$ cat config.mk
export PLATFORM = sky130hd
export DESIGN_NAME = pwm_audio_out
export DESIGN_NICKNAME = d
export VERILOG_FILES = /design/src/rtl/pwm_audio_out.sv
export SDC_FILE = /design/constraint.sdc
export NUM_CORES = 1
export LEC_CHECK = 0
export CAP_MARGIN = 10
export CORE_AREA = 2 2 68 70
export DETAILED_ROUTE_END_ITERATION = 10
export DIE_AREA = 0 0 70 72
export GPL_TIMING_DRIVEN = 0
export PLACE_DENSITY = 0.75
export SLEW_MARGIN = 20
export SYNTH_ARGS = -nofsm -noshare
export SYNTH_HDL_FRONTEND = slang
export SYNTH_SLANG_ARGS = --single-unit
$ cat constraint.sdc
create_clock -name clk_in -period 1.7 [get_ports clk_in]
set_input_delay 0.34 -clock clk_in [delete_from_list [all_inputs] [get_ports clk_in]]
set_output_delay 0.34 -clock clk_in [all_outputs]
set_load 0.02 [all_outputs]
$ cat src/rtl/pwm_audio_out.sv
// Audio output stage: gain + saturation to an offset-binary code, double-buffered
// into a free-running PWM so a new code only takes effect at a period boundary.
module pwm_audio_out #(
    parameter int PWM_BITS   = 8,
    parameter int DIV        = 1,
    parameter int GAIN_SHIFT = 0
) (
    input  logic               clk_in,
    input  logic               rst_in,
    input  logic               ready_in,
    input  logic signed [15:0] signal_in,
    input  logic               enable_in,
    output logic               pwm_out,
    output logic               period_start_out,
    output logic               underrun_out,
    output logic [7:0]         overrun_count_out
);
    localparam int PRE_W = (DIV > 1) ? $clog2(DIV) : 1;
    localparam logic [PRE_W-1:0]    PRE_LAST = PRE_W'(DIV - 1);
    localparam logic [PWM_BITS-1:0] CNT_LAST = '1;
    localparam logic [PWM_BITS-1:0] MID_CODE = {1'b1, {(PWM_BITS-1){1'b0}}};

    int                  scaled;
    logic [PWM_BITS-1:0] code;
    logic                tick;
    logic                boundary;

    logic [PRE_W-1:0]    prescale_q, prescale_d;
    logic [PWM_BITS-1:0] count_q, count_d;
    logic [PWM_BITS-1:0] pending_q, pending_d;
    logic                pendingValid_q, pendingValid_d;
    logic [PWM_BITS-1:0] active_q, active_d;
    logic                pwm_q, pwm_d;
    logic                periodStart_q, periodStart_d;
    logic                underrun_q, underrun_d;
    logic [7:0]          overrun_q, overrun_d;

    // Saturate in a wide signed domain, then flip the sign bit for offset binary.
    always_comb begin
        scaled = int'(signal_in) <<< GAIN_SHIFT;
        if (scaled > 32767) begin
            code = '1;
        end else if (scaled < -32768) begin
            code = '0;
        end else begin
            code = scaled[15 -: PWM_BITS] ^ MID_CODE;
        end
    end

    assign tick     = (prescale_q == PRE_LAST);
    assign boundary = tick && (count_q == CNT_LAST);

    // A strobe coinciding with a boundary lands behind the code being promoted, so it is no overrun.
    always_comb begin
        prescale_d     = tick ? '0 : prescale_q + PRE_W'(1);
        count_d        = tick ? count_q + PWM_BITS'(1) : count_q;
        pending_d      = pending_q;
        pendingValid_d = pendingValid_q;
        active_d       = active_q;
        overrun_d      = overrun_q;
        underrun_d     = 1'b0;
        periodStart_d  = boundary;
        pwm_d          = enable_in & (count_q < active_q);

        if (boundary) begin
            if (pendingValid_q) begin
                active_d       = pending_q;
                pendingValid_d = 1'b0;
            end else begin
                underrun_d = 1'b1;
            end
        end

        if (ready_in) begin
            pending_d      = code;
            pendingValid_d = 1'b1;
            if (pendingValid_q && !boundary && (overrun_q != 8'hFF)) begin
                overrun_d = overrun_q + 8'd1;
            end
        end
    end

    always_ff @(posedge clk_in) begin
        if (rst_in) begin
            prescale_q     <= '0;
            count_q        <= '0;
            pending_q      <= MID_CODE;
            pendingValid_q <= 1'b0;
            active_q       <= MID_CODE;
            pwm_q          <= 1'b0;
            periodStart_q  <= 1'b0;
            underrun_q     <= 1'b0;
            overrun_q      <= 8'd0;
        end else begin
            prescale_q     <= prescale_d;
            count_q        <= count_d;
            pending_q      <= pending_d;
            pendingValid_q <= pendingValid_d;
            active_q       <= active_d;
            pwm_q          <= pwm_d;
            periodStart_q  <= periodStart_d;
            underrun_q     <= underrun_d;
            overrun_q      <= overrun_d;
        end
    end

    assign pwm_out           = pwm_q;
    assign period_start_out  = periodStart_q;
    assign underrun_out      = underrun_q;
    assign overrun_count_out = overrun_q;

endmodule

# Yosys cells after proc, flatten, opt, wreduce, memory -nomap -nowiden
# Index checks and enable logic that the tools add are counted.
[word_totals]
reg_bits = 37
inputBits = 20
word_cells = 35
out_inout_bits = 11
[classes]
mux = 5
order_cmp = 3
n_addsub = 3
eq_ne = 2
n_bitwise = 4
reduce_logical = 9
[ops]
columns = ["operator", "count"]
rows = [
  ["$add 8x1->8 const B", 2],
  ["$gt 16x16->1 const B", 1],
  ["$lt 16x16->1 const B", 1],
  ["$mux 8", 2],
  ["$eq 8x8->1 const B", 1],
  ["$lt 8x8->1", 1],
  ["$ne 8x8->1 const B", 1],
  ["$reduce_and 2->1", 2],
  ["$reduce_or 2->1", 2],
  ["$logic_and 1x1->1", 3],
  ["$mux 1", 3],
  ["$not 1->1", 3],
  ["$reduce_bool 2->1", 1],
  ["$add 1x1->1 const B", 1],
  ["$and 1x1->1", 1],
  ["$logic_not 1->1", 1],
]

# Longest topological paths before layout
# Gate-level depths: netlist of the first run.
[logic_depth]
depth_word = 6
ltp_mapped = 7
ltp_nobuf = 6

# Least setup slack after synthesis of the first run
# Ideal clock, no wire load.
[synth_path]
kind = "register -> register"
start = "register count_q[0]"
end = "register overrun_q[0] (netlist: overrun_count_out[0])"
path_stages_with_launch = 8
period_less_slack_ns = 1.911
t_required_ns = 1.579
path_slack_ns = -0.211
t_arrival_ns = 1.790
path_buffers = 2
cell_sequence = "dfxtp_1 -> ha_1 -> and3b_1 -> buf_6 -> a31o_4 -> buf_6 -> nor3_1 -> mux2_2"
[synth_via]
elab_chain_cells = 6
[synth_rtl]
columns = ["element", "line_no", "text"]
rows = [
  ["from (decl)", "29", "logic [PWM_BITS-1:0] count_q, count_d;"],
  ["from (signal assigned)", "96", "count_q <= count_d;"],
  ["$eq 8x8->1", "51", "assign boundary = tick && (count_q == CNT_LAST);"],
  ["$logic_and 1x1->1", "51", ""],
  ["$logic_not 1->1", "77", "if (pendingValid_q && !boundary && (overrun_q != 8'hFF)) begin"],
  ["$logic_and 1x1->1 (2 in a row)", "77", ""],
  ["$reduce_and 2->1 (no line)", "n/a", ""],
  ["to (signal assigned)", "103", "overrun_q <= overrun_d;"],
  ["to (decl)", "36", "logic [7:0] overrun_q, overrun_d;"],
]
# Every way passes these cells.
# A chain may end at the register's enable or synchronous reset.

# Final worst setup path of the first run
[layout_path]
start = "register count_q[0]"
end = "register overrun_q[7] (netlist: overrun_count_out[7])"
# Same word-level chain as after synthesis.

==> results of run 1 <==
-- critical path: cells and delay by family, from the launching register on --
kind / cells / cell delay [ns]
AND/OR/NAND/NOR: 2 / 0.73
AO/OA/AOI/OAI: 2 / 0.39
flip-flops: 1 / 0.32
adder cells (fa/ha/maj): 1 / 0.17
buffers and inverters: 1 / 0.13
-- layer usage --
layer | vias to the layer above | GRT usage, % | part of all wire, %
li1 | 686 | - | -
met1 | 620 | 16.9 | 48
met2 | 20 | 23.4 | 47
met3 | 5 | 4.31 | 3.7
met4 | 0 | 7.48 | 1.8
met5 | - | 0 | 0
-- layout make-up --
cell class,count,area [um^2],area share (%)
buffer,6,45.0,2.02
clock buffer,7,86.3,3.87
clock inverter,1,30.0,1.34
inverter,10,37.5,1.68
multi-input combinational,121,915,41.0
sequential,37,743,33.3
tap,52,65.1,2.91
timing repair buffer,30,312,13.9
-- sequential cells by signal (all words and copies together) (netlist names) --
signal,cells
underrun_out,1
period_start_out,1
pwm_out,1
count_q,8
prescale_q,1
pending_q,8
overrun_count_out,8
pendingValid_q,1
active_q,8
-- cell families after synthesis --
group | after synthesis
other cells | 1
fa+ha+maj | 9
compound gates | 22
flops | 37
xor+xnor | 5
simple gates | 65
mux | 19
buf+inv | 17
-- layout by cell type (no fill, tap or decap), types with 2 or more instances in the layout --
cell,synthesis,layout
or3_1,2,2
buf_4,0,6
nor2b_1,3,3
nand2b_1,4,4
nand4_1,7,7
mux2i_1,16,16
buf_6,2,2
xor2_1,4,4
clkbuf_2,0,3
a21oi_1,8,6
a21oi_2,0,2
mux2_4,0,2
dlygate4sd2_1,0,2
dfxtp_1,37,35
ha_1,9,8
dlymetal6s2s_1,0,2
nor2_1,27,26
inv_1,10,10
nand3_1,3,3
or4_1,4,3
clkdlybuf4s50_1,0,18
clkbuf_8,0,6
o21ai_0,4,4
o31ai_1,3,2
dfxtp_2,0,2
nand2_1,7,7
clkbuf_1,4,2
-- metrics by stage --
step                      total power, mW  std cells  setup TNS [ns]  instance area [um^2]
after global placement               1.05        249           -7.26                  1960
final                                1.85        264          -0.325                  2230
after global routing                 1.93        264          -0.676                  2230
after CTS                            1.87        264          -0.422                  2190
after floorplan                     0.999        175          -0.302                  1670
after detailed placement             1.05        249           -7.31                  1960
-- power by group through the flow --
stage | Combinational (mW) | Sequential, mW | Clock (mW)
3_5_place_dp | 0.128 | 0.927 | 0
2_1_floorplan | 0.0714 | 0.928 | 0
4_1_cts | 0.159 | 0.905 | 0.806
5_1_grt | 0.178 | 0.908 | 0.840
3_3_place_gp | 0.125 | 0.927 | 0
6_report | 0.162 | 0.905 | 0.781
-- worst max path at each step --
stage / endpoint / depth (start not counted) / slack [ns]
CTS: overrun_count_out[5]$_SDFFE_PP0P_ / 6 / -0.12
finish: overrun_count_out[7]$_SDFFE_PP0P_ / 6 / -0.11
floorplan: overrun_count_out[5]$_SDFFE_PP0P_ / 7 / -0.13
global placement: overrun_count_out[6]$_SDFFE_PP0P_ / 5 / -0.71
detailed placement: overrun_count_out[6]$_SDFFE_PP0P_ / 5 / -0.77
global route: overrun_count_out[5]$_SDFFE_PP0P_ / 6 / -0.16
-- what timing repair did --
item	CTS	global route
setup endpoints to repair	18	22
cloned	1	0
pin swaps	4	8
setup buffers	7	1
gates resized for setup	13	16
hold buffers	0	0
==> impl_metrics.tcl, run 1 <==
set metrics [dict create \
    avgSynthCellArea_um2 9.43 \
    critical-path-slowest-cell "or4_1" \
    clkLatencyLatePin_ns 0.29 \
    hold_start "pendingValid_q$_SDFFE_PP0P_" \
    numPortBuffers 22 \
    synth_common_cells "dfxtp_1 (37), nor2_1 (27), mux2i_1 (16), inv_1 (10), ha_1 (9)" \
    viasPerCell 5.04 \
    place_ws_ns -0.769 \
    postSynthCellCount 175 \
    ys_warn_count 0 \
    rsz0062_at_grt "yes" \
    ys_ff_latch 37 \
    p_sw_mw 0.388 \
    drv_slew 0 \
    setup_violations 5 \
    finalWorstSetupSlack_ns -0.114 \
    leakage_nw 0.959 \
    violations "setup timing" \
    cp_max_fo 5 \
    cap_violations 0 \
    p_seq_share_pct 49.0 \
    synth_top_family_by_area "simple AND/OR/NAND/NOR gates" \
    synth.area.top_cells "dfxtp_1 (45%), mux2i_1 (9.7%), ha_1 (6.8%)" \
    syn_nets 204 \
    row_count 24 \
    final_util_pct 52.4 \
    cp-end-kind "flip-flop" \
    clkTransAtPathRegs_ns 0.07 \
    slowest_delay_ns 0.50 \
    finalHoldViolations 0 \
    p_int_mw 1.46 \
    place.gp.congestion 0.805 \
    dieWidth_um 70 \
    post-dp-hpwl_mm 2.25 \
    fin_crit_ns 1.81 \
    antenna_found_initial 0 \
    synth_xor_area_share_pct 2.65 \
    synth_simple_gate_area_share_pct 19.9 \
    reg2reg_to "overrun_count_out[7]$_SDFFE_PP0P_" \
    reg2reg_depth 6 \
    grt_max_degree 12 \
    ioPinCount 31 \
    syn-cell-area_mm2 0.00165 \
    die_height_um 72 \
    r2r_slack_ns -0.11 \
    grt_first_pass_wirelength_mm 5.60 \
    synth_largest_area_cell "dfxtp_1" \
    holdWs_ns 0.472 \
    drive_gt1_share_pct 17.5 \
    worstSetupPathType "flip-flop to flip-flop" \
    seq_area_frac_synth_pct 44.9 \
    synthToLayoutAreaGrowth_pct 35.3 \
    drtIter0Drc 72 \
    max_freq_mhz 551 \
    cts-htree-levels 2 \
    grtUsageTotal_pct 14.2 \
    nFillCells 391 \
    grt_pass1_vias 1272 \
    synth_mux_area_share_pct 11.8 \
    cts_sinks 37 \
    gr-total-overflow 0 \
    synth_edf_count 0 \
    cts_root_buf "clkbuf_8" \
    synth_top_area_share_pct 44.9 \
    cts_buffer_depth 2 \
    finClkSkew_ns 0.00538 \
    synth_top_flop_cell "dfxtp_1" \
    path_cells "ha_2, and3b_2, a31o_4, buf_8, or4_1, a21oi_2" \
    period_share_pct 107 \
    worstSetupStartpointType "flip-flop" \
    cts_buffers 5 \
    cp.required_ns 1.92 \
    wl_per_cell_um 12.6 \
    hold_end "underrun_out$_SDFF_PP0_" \
    cp.arrival_ns 2.04 \
    post-synth-top-count-cell "dfxtp_1" \
    synth-adder-area-share_pct 6.82 \
    vias 1331 \
    routed_wl_mm 3.32 \
    n_antenna_cell 0 \
    rr_startpoint "count_q[0]$_SDFFE_PP0N_" \
    core_area_mm2 0.00426 \
    switching_share_pct 21.0 \
    ys_async_sr_fraction_pct 0 \
    critPathLaunch "count_q[0]$_SDFFE_PP0N_" \
    synth_cell_types 35 \
    hold_depth 1 \
    nNetsFinal 240 \
    max-vdd-ir-drop_mv 0.427 \
    detail-route-antenna-nets 0 \
    cts_tree "yes" \
    powerDensity_mw_per_mm2 827 \
    firstDrtPassIters 4 \
    start_util_pct 38.7 \
    dieArea_mm2 0.00504 \
    clkPwrFrac_pct 42.3 \
    synth_compound_area_share_pct 8.95 \
    drc 0 \
    status "complete, but fails checks" \
    hold_path.class "flip-flop to flip-flop" \
    power_frac_comb_pct 8.8 \
]
(Power assumes the default switching activity.)
==> run 2, diff against run 1 <==
--- a/config.mk
+++ b/config.mk
@@ -6,11 +6,11 @@
 export NUM_CORES = 1
 export LEC_CHECK = 0
 export CAP_MARGIN = 10
-export CORE_AREA = 2 2 68 70
+export CORE_AREA = 2 2 72 74
 export DETAILED_ROUTE_END_ITERATION = 10
-export DIE_AREA = 0 0 70 72
+export DIE_AREA = 0 0 74 76
 export GPL_TIMING_DRIVEN = 0
-export PLACE_DENSITY = 0.75
+export PLACE_DENSITY = 0.67
 export SLEW_MARGIN = 20
 export SYNTH_ARGS = -nofsm -noshare
 export SYNTH_HDL_FRONTEND = slang
==> constraint.sdc (replaced) <==
create_clock -name clk_in -period 1.87 [get_ports clk_in]
set_input_delay 0.374 -clock clk_in [delete_from_list [all_inputs] [get_ports clk_in]]
set_output_delay 0.374 -clock clk_in [all_outputs]
set_load 0.02 [all_outputs]
==> impl_metrics.tcl, run 2 (synthesis results as in run 1) <==
set metrics [dict create \
    status "completed" \
    leakage_nw 0.887 \
    cap_violations 0 \
    cts-htree-levels 2 \
    vias 1315 \
    cp.required_ns 2.05 \
    drtIter0Drc 62 \
    relSlewSlack_pct 60.2 \
    die_height_um 76 \
    cts_tree "yes" \
    synthToLayoutAreaGrowth_pct 33.4 \
    max-vdd-ir-drop_mv 0.363 \
    placedCellCount 267 \
    dieArea_mm2 0.00562 \
    drc 0 \
    cts_sinks 37 \
    setup_violations 0 \
    post-dp-hpwl_mm 2.17 \
    gr-total-overflow 0 \
    worstSetupPathType "flip-flop to flip-flop" \
    nNetsFinal 240 \
    fin_area_mm2 0.00220 \
    grt_pass1_vias 1230 \
    cp.arrival_ns 2.02 \
    grt_max_degree 11 \
    worst_slew_pin_slew_ns 0.597 \
    n_antenna_cell 0 \
    place_ws_ns -0.487 \
    finalWorstSetupSlack_ns 0.0244 \
    wl_per_cell_um 11.7 \
    layout_commonest_cell "dfxtp_1" \
    finalHoldViolations 0 \
    drv_slew 0 \
    routed_wl_mm 3.29 \
    cts_buffer_depth 2 \
    hold_path.class "flip-flop to flip-flop" \
    powerDensity_mw_per_mm2 690 \
    final_cell_mix "dfxtp_1 (35), nor2_1 (26), clkdlybuf4s50_1 (22)" \
    cp_max_fo 5 \
    hold_buffers 0 \
    max_freq_mhz 542 \
    detail-route-antenna-nets 0 \
    start_util_pct 33.6 \
    firstDrtPassIters 4 \
    viasPerCell 4.68 \
    cp-end-kind "flip-flop" \
    place.gp.congestion 0.793 \
    drive_gt1_share_pct 16.1 \
    finClkSkew_ns 0.00766 \
    period_share_pct 98.7 \
    power.total_mw 1.52 \
    clkLatencyLatePin_ns 0.28 \
    row_count 26 \
    ioPinCount 31 \
    dieWidth_um 74 \
    antenna_found_initial 0 \
    final_cells 281 \
    core_area_mm2 0.00491 \
    clkTransAtPathRegs_ns 0.07 \
    rsz0062_at_grt "yes" \
    grtUsageTotal_pct 12.8 \
    grt_first_pass_wirelength_mm 5.55 \
    fin_crit_ns 1.85 \
    post_dp_cell_area_mm2 0.00196 \
    numPortBuffers 22 \
    cts_buffers 5 \
    worstSetupStartpointType "flip-flop" \
    cts_root_buf "clkbuf_8" \
]
-- run 2: layout make-up --
type                    count  area (um^2)
fillers                   478         2710
multi-input cells         121          908
flip-flops and latches     37          743
repair buffers             30          300
well taps                  70         87.6
clock buffers               7         86.3
plain buffers               6         37.5
inverters                  10         37.5
-- run 2: routing by layer --
layer | share of wire [%] | vias up | track usage (%)
li1 | - | 683 | -
met3 | 3.3 | 6 | 3.57
met2 | 46 | 20 | 18.7
met1 | 48 | 606 | 16.8
met4 | 2.2 | 0 | 7.09
met5 | 0 | - | 0
-- run 2: stage by stage --
step	hold slack, ns	setup TNS (ns)	utilization [%]
3_5_place_dp	0.436	-2.75	39.9
4_1_cts	0.449	0	43.9
6_report	0.453	0	44.8
5_1_grt	0.490	-0.194	44.8
3_3_place_gp	0.442	-3.21	39.9
2_1_floorplan	0.422	-0.123	-
-- run 2: critical path, cell delays in order, from the launching register on --
cell and delay (ns):
dfxtp_2 0.32, ha_2 0.17, and3b_2 0.25, a31o_4 0.28, buf_16 0.13, nor4_4 0.27, mux2_4 0.32
-- run 2: report_power, final --
part	switching, mW	total [mW]	internal, mW
clock network	0.256	0.548	0.292
logic	0.0655	0.148	0.0821
registers	0.0131	0.823	0.810
-- run 2: worst paths after layout --
kind	startpoint	endpoint	slack (ns)	cells past startpoint
worst max-delay path	count_q[1]$_SDFFE_PP0N_	overrun_count_out[6]$_SDFFE_PP0P_	0.02	6
worst min-delay path	pendingValid_q$_SDFFE_PP0P_	underrun_out$_SDFF_PP0_	0.45	1
worst max register to register	count_q[1]$_SDFFE_PP0N_	overrun_count_out[6]$_SDFFE_PP0P_	0.02	6
worst min register to register	pendingValid_q$_SDFFE_PP0P_	underrun_out$_SDFF_PP0_	0.45	1
-- run 2: repair_timing --
action	CTS	global route
endpoints found under the setup margin	13	6
pin swaps	6	9
gates resized for setup	13	10
gates cloned	1	0
buffers inserted	5	2
==> run 3, diff against run 2 <==
--- a/config.mk
+++ b/config.mk
@@ -6,9 +6,9 @@
 export NUM_CORES = 1
 export LEC_CHECK = 0
 export CAP_MARGIN = 10
-export CORE_AREA = 2 2 72 74
+export CORE_AREA = 10 10 80 82
 export DETAILED_ROUTE_END_ITERATION = 10
-export DIE_AREA = 0 0 74 76
+export DIE_AREA = 0 0 90 92
 export GPL_TIMING_DRIVEN = 0
 export PLACE_DENSITY = 0.67
 export SLEW_MARGIN = 20
==> constraint.sdc (replaced) <==
create_clock -name clk_in -period 1.7 [get_ports clk_in]
set_input_delay 0.34 -clock clk_in [delete_from_list [all_inputs] [get_ports clk_in]]
set_output_delay 0.34 -clock clk_in [all_outputs]
set_load 0.02 [all_outputs]
==> impl_metrics.tcl, run 3 (synthesis results as in run 1) <==
set metrics [dict create \
    cts_buffers 5 \
    place.gp.congestion 0.817 \
    n_antenna_cell 0 \
    grt_max_degree 13 \
    cp-end-kind "flip-flop" \
    hold_buffers 0 \
    grtUsageTotal_pct 9.01 \
    wl_per_cell_um 12.6 \
    period_share_pct 107 \
    cts_sinks 37 \
    firstDrtPassIters 4 \
    reg2reg_depth 6 \
    finalHoldViolations 0 \
    switching_share_pct 20.6 \
    worstSetupStartpointType "flip-flop" \
    p_seq_share_pct 46.0 \
    numPortBuffers 22 \
    rsz0062_at_grt "yes" \
    routed_wl_mm 3.58 \
    clkLatencyLatePin_ns 0.29 \
    final_cell_mix "dfxtp_1 (35), nor2_1 (26), clkdlybuf4s50_1 (18)" \
    cts_buffer_depth 2 \
    antenna_found_initial 0 \
    worst_slew_pin_slew_ns 0.562 \
    grt_first_pass_wirelength_mm 6.26 \
    leakage_nw 0.949 \
    drv_slew 0 \
    dieArea_mm2 0.00828 \
    relSlewSlack_pct 62.5 \
    cp.arrival_ns 2.00 \
    clkTransAtPathRegs_ns 0.08 \
    max_freq_mhz 548 \
    fin_area_mm2 0.00225 \
    final_util_pct 45.9 \
    nNetsFinal 242 \
    grt_pass1_vias 1345 \
    viasPerCell 4.75 \
    power_frac_comb_pct 8.2 \
    fin_crit_ns 1.83 \
    nFillCells 478 \
    drtIter0Drc 70 \
    cts_root_buf "clkbuf_8" \
    max-vdd-ir-drop_mv 0.426 \
    power.total_mw 1.97 \
    dieWidth_um 90 \
    cp.required_ns 1.88 \
    p_int_mw 1.56 \
    ioPinCount 31 \
    post_dp_cell_area_mm2 0.00198 \
    setup_violations 7 \
    layout_commonest_cell "dfxtp_1" \
    finalWorstSetupSlack_ns -0.125 \
    synthToLayoutAreaGrowth_pct 36.5 \
    hold_path.class "flip-flop to flip-flop" \
    cts_tree "yes" \
    row_count 26 \
    cp_max_fo 5 \
    drive_gt1_share_pct 17.8 \
    violations "setup timing" \
    cts-htree-levels 2 \
    p_sw_mw 0.406 \
    start_util_pct 33.6 \
    gr-total-overflow 0 \
    vias 1348 \
    status "complete, but fails checks" \
    clkPwrFrac_pct 45.8 \
    post-dp-hpwl_mm 2.47 \
    die_height_um 92 \
    worstSetupPathType "flip-flop to flip-flop" \
    cap_violations 0 \
    powerDensity_mw_per_mm2 875 \
    drc 0 \
    core_area_mm2 0.00491 \
    detail-route-antenna-nets 0 \
    hold_depth 1 \
    finClkSkew_ns 0.00591 \
]
[run 3: cell type report]
cell class | count | area [um^2] | area share (%)
Clock inverter | 3 | 65.1 | 2.89
Inverter | 10 | 37.5 | 1.67
Timing Repair Buffer | 32 | 315 | 14.0
Clock buffer | 5 | 68.8 | 3.05
Tap cell | 70 | 87.6 | 3.89
Buffer | 6 | 45.0 | 2.00
Multi-Input combinational cell | 121 | 891 | 39.5
Sequential cell | 37 | 743 | 33.0
[run 3: per-stage QoR]
stage	hold WS (ns)	setup WS [ns]	setup TNS, ns	std cells
2_1_floorplan	0.422	-0.130	-0.302	175
3_3_place_gp	0.445	-0.752	-6.82	267
3_5_place_dp	0.451	-0.770	-7.00	267
4_1_cts	0.469	-0.164	-0.610	284
5_1_grt	0.488	-0.166	-0.880	284
6_report	0.469	-0.125	-0.333	284
[run 3: critical path, stage by stage (launching register included)]
cell and delay, ns:
dfxtp_2 0.33, ha_2 0.17, and3b_2 0.23, a31o_4 0.26, buf_8 0.14, nor4_4 0.27
mux2_4 0.32
[run 3: final timing paths]
check	slack, ns	to	startpoint
worst max-delay path	-0.13	overrun_count_out[5]$_SDFFE_PP0P_	count_q[0]$_SDFFE_PP0N_
worst min-delay path	0.47	active_q[7]$_SDFFE_PP1P_	active_q[7]$_SDFFE_PP1P_
worst max register to register	-0.13	overrun_count_out[5]$_SDFFE_PP0P_	count_q[0]$_SDFFE_PP0N_
worst min register to register	0.47	active_q[7]$_SDFFE_PP1P_	active_q[7]$_SDFFE_PP1P_
[run 3: power by group through the flow]
| stage | clock network, mW | registers (mW) | logic, mW |
|---|---|---|---|
| floorplan | 0 | 0.928 | 0.0714 |
| global placement | 0 | 0.928 | 0.125 |
| detailed placement | 0 | 0.929 | 0.128 |
| CTS | 0.917 | 0.906 | 0.163 |
| global route | 0.945 | 0.910 | 0.179 |
| finish | 0.903 | 0.906 | 0.162 |
[run 3: timing repair]
item | in CTS | in global routing
pin swaps | 11 | 6
endpoints found under the setup margin | 20 | 14
setup buffers | 9 | 1
gates resized for setup | 16 | 12
cloned | 1 | 0
[run 3: layer usage]
metal  routed length (um)  up-vias  GRT usage [%]
met5                    0        -              0
met3                  169        3           2.77
li1                     -      683              -
met2                 1680       34           14.8
met4                   30        0           3.18
met1                 1690      628           10.9
